File: src/rtl/types_pkg.sv
// Shared micro-op and writeback types for the ALU reservation station.
// Type definitions only; no timing or flow-control behaviour.
package types_pkg;

    localparam int ALU_RS_DEPTH = 8;
    localparam int ALU_RS_AGE_W = 3;
    localparam int PREG_W       = 7;

    typedef struct packed {
        logic              valid;
        logic [2:0]        age;
        logic [4:0]        rob_index;
        logic [3:0]        opcode;
        logic [31:0]       imm;
        logic [1:0]        fu;
        logic [PREG_W-1:0] prd;
        logic [PREG_W-1:0] pr1;
        logic              pr1_ready;
        logic [PREG_W-1:0] pr2;
        logic              pr2_ready;
    } alu_rs_data;

    typedef struct packed {
        logic              valid;
        logic [PREG_W-1:0] prd;
    } wb_bcast_t;

endpackage

File: src/rtl/rs_age_select.sv
// Oldest-ready picker: one-hot grant and index of the smallest age among requests.
// Purely combinational; no flow control of its own.
module rs_age_select
    import types_pkg::*;
#(
    parameter int DEPTH = ALU_RS_DEPTH,
    localparam int IDX_W = $clog2(DEPTH)
) (
    input  logic [DEPTH-1:0]        req,
    input  logic [ALU_RS_AGE_W-1:0] age [DEPTH],
    output logic [DEPTH-1:0]        grant,
    output logic [IDX_W-1:0]        idx,
    output logic                    any
);

    logic [ALU_RS_AGE_W-1:0] best;

    always_comb begin
        grant = '0;
        idx   = '0;
        any   = 1'b0;
        best  = '1;
        for (int i = 0; i < DEPTH; i++) begin
            if (req[i] && (!any || (age[i] < best))) begin
                any  = 1'b1;
                best = age[i];
                idx  = IDX_W'(i);
            end
        end
        if (any) begin
            grant[idx] = 1'b1;
        end
    end

endmodule

File: src/rtl/alu_rs_issue_scheduler.sv
// ALU reservation station: CDB wakeup, oldest-ready issue; dispatch->issue 1 cycle.
// Dispatch stalls while full (registered count); issue holds until issue_ready.
module alu_rs_issue_scheduler
    import types_pkg::*;
#(
    parameter int DEPTH    = ALU_RS_DEPTH,
    parameter int WB_PORTS = 2,
    localparam int CNT_W   = $clog2(DEPTH) + 1,
    localparam int IDX_W   = $clog2(DEPTH)
) (
    input  logic                             clk,
    input  logic                             rst_n,
    input  logic                             flush,
    input  logic                             disp_valid,
    output logic                             disp_ready,
    input  alu_rs_data                       disp_data,
    input  logic [WB_PORTS-1:0]              wb_valid,
    input  logic [WB_PORTS-1:0][PREG_W-1:0]  wb_prd,
    output logic                             issue_valid,
    input  logic                             issue_ready,
    output alu_rs_data                       issue_data,
    output logic [CNT_W-1:0]                 count
);

    alu_rs_data ent_q [DEPTH];
    alu_rs_data ent_d [DEPTH];
    alu_rs_data new_ent;
    logic [CNT_W-1:0] count_q;
    logic [CNT_W-1:0] count_d;

    wb_bcast_t [WB_PORTS-1:0] wb;

    logic [DEPTH-1:0]        cand;
    logic [ALU_RS_AGE_W-1:0] ages [DEPTH];
    logic [DEPTH-1:0]        sel_grant;
    logic [IDX_W-1:0]        sel_idx;
    logic                    sel_any;
    logic [ALU_RS_AGE_W-1:0] sel_age;
    logic [IDX_W-1:0]        alloc_idx;
    logic                    disp_fire;
    logic                    issue_fire;

    function automatic logic tag_woken(input wb_bcast_t [WB_PORTS-1:0] bc,
                                       input logic [PREG_W-1:0] tag);
        logic hit;
        hit = 1'b0;
        for (int k = 0; k < WB_PORTS; k++) begin
            if (bc[k].valid && (bc[k].prd == tag)) begin
                hit = 1'b1;
            end
        end
        return hit;
    endfunction

    always_comb begin
        for (int k = 0; k < WB_PORTS; k++) begin
            wb[k].valid = wb_valid[k];
            wb[k].prd   = wb_prd[k];
        end
    end

    always_comb begin
        for (int i = 0; i < DEPTH; i++) begin
            cand[i] = ent_q[i].valid && ent_q[i].pr1_ready && ent_q[i].pr2_ready;
            ages[i] = ent_q[i].age;
        end
    end

    rs_age_select #(.DEPTH(DEPTH)) u_select (
        .req   (cand),
        .age   (ages),
        .grant (sel_grant),
        .idx   (sel_idx),
        .any   (sel_any)
    );

    assign sel_age     = ent_q[sel_idx].age;
    assign issue_valid = sel_any;
    assign issue_data  = sel_any ? ent_q[sel_idx] : '0;
    assign disp_ready  = (count_q < CNT_W'(DEPTH));
    assign count       = count_q;
    assign disp_fire   = disp_valid && disp_ready;
    assign issue_fire  = issue_valid && issue_ready;

    // Lowest free slot; a slot freed by a same-cycle issue is not reused yet.
    always_comb begin
        alloc_idx = '0;
        for (int i = DEPTH - 1; i >= 0; i--) begin
            if (!ent_q[i].valid) begin
                alloc_idx = IDX_W'(i);
            end
        end
    end

    always_comb begin
        new_ent           = disp_data;
        new_ent.valid     = 1'b1;
        new_ent.age       = ALU_RS_AGE_W'(count_q - CNT_W'(issue_fire));
        new_ent.pr1_ready = disp_data.pr1_ready || (disp_data.pr1 == '0)
                            || tag_woken(wb, disp_data.pr1);
        new_ent.pr2_ready = disp_data.pr2_ready || (disp_data.pr2 == '0)
                            || tag_woken(wb, disp_data.pr2);
    end

    always_comb begin
        for (int i = 0; i < DEPTH; i++) begin
            ent_d[i] = ent_q[i];
        end
        count_d = count_q;
        if (flush) begin
            for (int i = 0; i < DEPTH; i++) begin
                ent_d[i].valid = 1'b0;
            end
            count_d = '0;
        end else begin
            for (int i = 0; i < DEPTH; i++) begin
                if (ent_q[i].valid) begin
                    if (tag_woken(wb, ent_q[i].pr1)) ent_d[i].pr1_ready = 1'b1;
                    if (tag_woken(wb, ent_q[i].pr2)) ent_d[i].pr2_ready = 1'b1;
                    if (issue_fire) begin
                        if (sel_grant[i]) begin
                            ent_d[i].valid = 1'b0;
                        end else if (ent_q[i].age > sel_age) begin
                            ent_d[i].age = ent_q[i].age - 1'b1;
                        end
                    end
                end
            end
            if (disp_fire) begin
                ent_d[alloc_idx] = new_ent;
            end
            count_d = count_q + CNT_W'(disp_fire) - CNT_W'(issue_fire);
        end
    end

    always_ff @(posedge clk or negedge rst_n) begin
        if (!rst_n) begin
            for (int i = 0; i < DEPTH; i++) begin
                ent_q[i] <= '0;
            end
            count_q <= '0;
        end else begin
            for (int i = 0; i < DEPTH; i++) begin
                ent_q[i] <= ent_d[i];
            end
            count_q <= count_d;
        end
    end

    // Ages of live entries must be a permutation of 0..count-1.
    logic [CNT_W-1:0]             pop;
    logic                         ages_ok;
    logic [2**ALU_RS_AGE_W-1:0]   seen;

    always_comb begin
        pop     = '0;
        ages_ok = 1'b1;
        seen    = '0;
        for (int i = 0; i < DEPTH; i++) begin
            if (ent_q[i].valid) begin
                pop = pop + 1'b1;
                if (seen[ent_q[i].age] || (CNT_W'(ent_q[i].age) >= count_q)) begin
                    ages_ok = 1'b0;
                end
                seen[ent_q[i].age] = 1'b1;
            end
        end
    end

    a_rs_invariant: assert property (@(posedge clk) disable iff (!rst_n)
        ages_ok && (pop == count_q));

endmodule

File: config.mk
export PLATFORM = sky130hd
export DESIGN_NAME = alu_rs_issue_scheduler
export DESIGN_NICKNAME = d
export VERILOG_FILES = /design/src/rtl/types_pkg.sv /design/src/rtl/rs_age_select.sv /design/src/rtl/alu_rs_issue_scheduler.sv
export SDC_FILE = /design/constraint.sdc
export NUM_CORES = 1
export LEC_CHECK = 0
export BUFFER_PORTS_ARGS = -buffer_cell sky130_fd_sc_hd__buf_2
export CAP_MARGIN = 40
export CORE_MARGIN = 2
export CORE_UTILIZATION = 45
export CTS_CLUSTER_SIZE = 12
export DETAILED_ROUTE_END_ITERATION = 10
export HOLD_SLACK_MARGIN = 0.03
export PLACE_DENSITY = 0.74
export REMOVE_ABC_BUFFERS = 1
export SLEW_MARGIN = 40
export SYNTH_ARGS = -nofsm -noshare
export SYNTH_HDL_FRONTEND = slang
export SYNTH_HIERARCHICAL = 1
export SYNTH_SLANG_ARGS = --single-unit
File: constraint.sdc
create_clock -name clk -period 16.2 [get_ports clk]
set_input_delay 1.62 -clock clk [delete_from_list [all_inputs] [get_ports clk]]
set_output_delay 1.62 -clock clk [all_outputs]
set_load 0.005 [all_outputs]
==> impl_metrics.toml <==
[route]
first_pass_iters = 7
drc = 0
drt_iter0_drc = 1561
totalWireLength_mm = 83.1
routedWlPerCell_um = 24.0
viasPerCell = 6.01
ant_nets = 0
dr_total_vias = 20783

[clock_tree]
cts_tree = "yes"
cts_resized = 0
cts_setup_buffers = 0
hold_buffers = 0
cts_num_sinks = 564
clk_pin_slew_worst_paths_ns = 0.06
htreeDepth = 2
insertion_delay_ns = 0.62
clk_path_buf_depth = 3
cts_made_buffers = 58
cts_root_buf = "clkbuf_16"

[synthesis]
yosysWarnings = 6
yosys.area_share.simple = 0.0709
synth_top_cell_by_area = "dfrtp_1"
synth.most_common_cell = "dfrtp_1"
synth_edf_count = 0
synthAdderAreaFrac = 0.0192
synth_top_family_by_area = "multiplexers"
synthXorXnorAreaFrac = 0.0711
synthTopCellsByCount = "dfrtp_1 (564), mux2_2 (478), xnor2_1 (254), mux4_2 (140), nor2b_1 (91)"
synth.top_cell.area_share = 0.447
synth_ff_type = "dfrtp_1"
synth-compound-area-share = 0.0433
ys_types = 81
ys_ff_latch = 564
syn_avg_cell_area_um2 = 13.1
syn_inst = 2399
synthMuxAreaShare = 0.312
seq_area_frac_synth = 0.447
synth.area.top_cells = "dfrtp_1 (45%), mux2_2 (17%), mux4_2 (10%), xnor2_1 (7.1%), mux2i_1 (2.3%)"
async_flop_share = 1.00
syn-cell-area_um2 = 31500

[sta]
fmax_mhz = 74.1
post-route-min-period_ns = 13.50
setup_viol = 0
rsz0062_at_grt = "false"
worst_slew_pin_slew_ns = 0.863
hold_viol_final = 0
fin_skew_ns = 0.0222
maxSlewHeadroom = 0.425
tns_ns = 0
period_share = 0.833
slew_violations = 0

[placement]
port_buffers = 162
gp_congestion = 0.884
dp_hpwl_mm = 52.2

[setup_path]
cp.arrival_ns = 11.88
crit_top_cell = "ha_1"
r2r_start = "ent_q[559]$_DFF_PN0_"
startpoint_type = "flip-flop"
crit_path_max_incr_delay_ns = 0.58
crit_path_end_kind = "output pin"
critPathLaunch = "ent_q[559]$_DFF_PN0_"
path_class = "reg -> out"
critPathSlowestCell = "dfrtp_1"
critPathRequiredTime_ns = 14.58
critPathMaxFanout = 78

[power]
p_leak_nw = 15.0
peakVddDrop_mv = 0.0891
seq_power_share = 0.441
internal-power_mw = 2.89
powerDensity_nw_per_um2 = 116
combPwrFrac = 0.236
p_switching_mw = 1.18
swShare = 0.290
clkPwrFrac = 0.323

[global_routing]
grt_usage = 0.232
grt_antenna_before_repair = 14
grt-ovfl-total = 0
grt_max_degree = 105
grt_pass1_wl_mm = 130
grt_pass1_vias = 22160

[final_layout]
layout.area.seq_um2 = 14100
drive_gt1_frac = 0.383
fillers = 5975
area_growth_pct = 10.8
multiInputGateArea_um2 = 16400
nNetsFinal = 2622
fin_util = 0.502

[run]
cap_violations = 0

[floorplan]
start_util = 0.453
dieArea_um2 = 72200
core_um2 = 69700
dieHeight_um = 269
fp-row-count = 97
ios = 167
die-width_um = 269

[worst_hold_path]
hold_class = "reg -> reg"

[run_status]
status = "completed"
-- logic make-up (layout without fill, tap and decap cells) --
logic type                 after synthesis  count (layout)
other                                    0               3
AOI/OAI and AO/OA                      192             192
xor gates and xnor gates               256             256
DFF                                    564             564
muxes                                  730             730
buffers and inverters                  218             336
adders and majority gates               48              48
and+or+nand+nor                        391             391
-- through the flow --
step | cells | hold WS [ns] | cell area [um^2] | power (mW) | setup WS [ns]
detailed placement | 3361 | 0.487 | 33100 | 2.78 | 3.52
CTS | 3454 | 0.501 | 34900 | 4.10 | 2.82
finish | 3460 | 0.499 | 35000 | 4.07 | 2.70
global route | 3459 | 0.515 | 34900 | 4.27 | 1.89
global placement | 3355 | 0.481 | 32900 | 2.71 | 3.59
floorplan | 2229 | 0.474 | 30600 | 2.44 | 0.364
-- routing by layer --
layer | vias up | wire (um) | global-route usage
li1 | 8943 | - | -
met2 | 701 | 40400 | 0.379
met3 | 219 | 5330 | 0.0454
met5 | - | 119 | 0
met1 | 10902 | 34700 | 0.308
met4 | 18 | 2550 | 0.0826
-- power groups by stage --
stage,Sequential (mW),Combinational [mW],Clock [mW]
after floorplan,1.75,0.691,0
after global placement,1.79,0.915,0
after detailed placement,1.82,0.959,0
after CTS,1.79,0.964,1.34
after global routing,1.82,1.05,1.40
final,1.79,0.962,1.32
-- final cells by class --
| cell class | count | share of cell area |
|---|---|---|
| clock buffer | 79 | 0.0452 |
| inverter | 48 | 0.00515 |
| tap | 940 | 0.0336 |
| timing repair buffer | 195 | 0.0367 |
| clock inverter | 14 | 0.00641 |
| multi-input combinational | 1617 | 0.469 |
| antenna | 3 | 0.000215 |
| sequential | 564 | 0.404 |
-- cells in the final DEF, fill, tap and decap left out, types with 10 or more instances in the layout --
| cell | n |
|---|---|
| dfrtp_1 | 564 |
| mux2_2 | 478 |
| xnor2_1 | 254 |
| buf_2 | 161 |
| mux4_2 | 140 |
| nor2b_1 | 91 |
| nor2_1 | 74 |
| nand4_1 | 74 |
| mux2i_1 | 73 |
| clkbuf_16 | 59 |
| inv_1 | 47 |
| ha_1 | 46 |
| nand2_1 | 39 |
| mux2_4 | 39 |
| a21oi_1 | 37 |
| o21ai_0 | 36 |
| a22oi_1 | 24 |
| nand3_1 | 21 |
| o21a_1 | 18 |
| clkbuf_1 | 17 |
| o22a_1 | 14 |
| buf_4 | 13 |
| nor3_1 | 12 |
| o211ai_1 | 10 |
-- critical path, delay by kind of cell (launching register included) --
kind	cells	cell delay [ns]
AO/OA/AOI/OAI	17	4.03
adder cells (fa/ha/maj)	6	1.54
buffers and inverters	7	1.17
flip-flops	1	0.58
multiplexers	6	1.78
AND/OR/NAND/NOR	13	2.03
-- final timing paths --
check                                             endpoint  slack, ns  depth (start not counted)
worst min register to register                   flip-flop       0.50                          1
max in group asynchronous       asynchronous set/reset pin      12.96                          5
min in group asynchronous       asynchronous set/reset pin       0.85                          1
worst max-delay path                        issue_data[15]       2.70                         49
worst min-delay path                             flip-flop       0.50                          1
worst max register to register        ages[22]$_DFFE_PN0N_       4.25                         52
No activity file was read; power rests on OpenSTA's default activity.
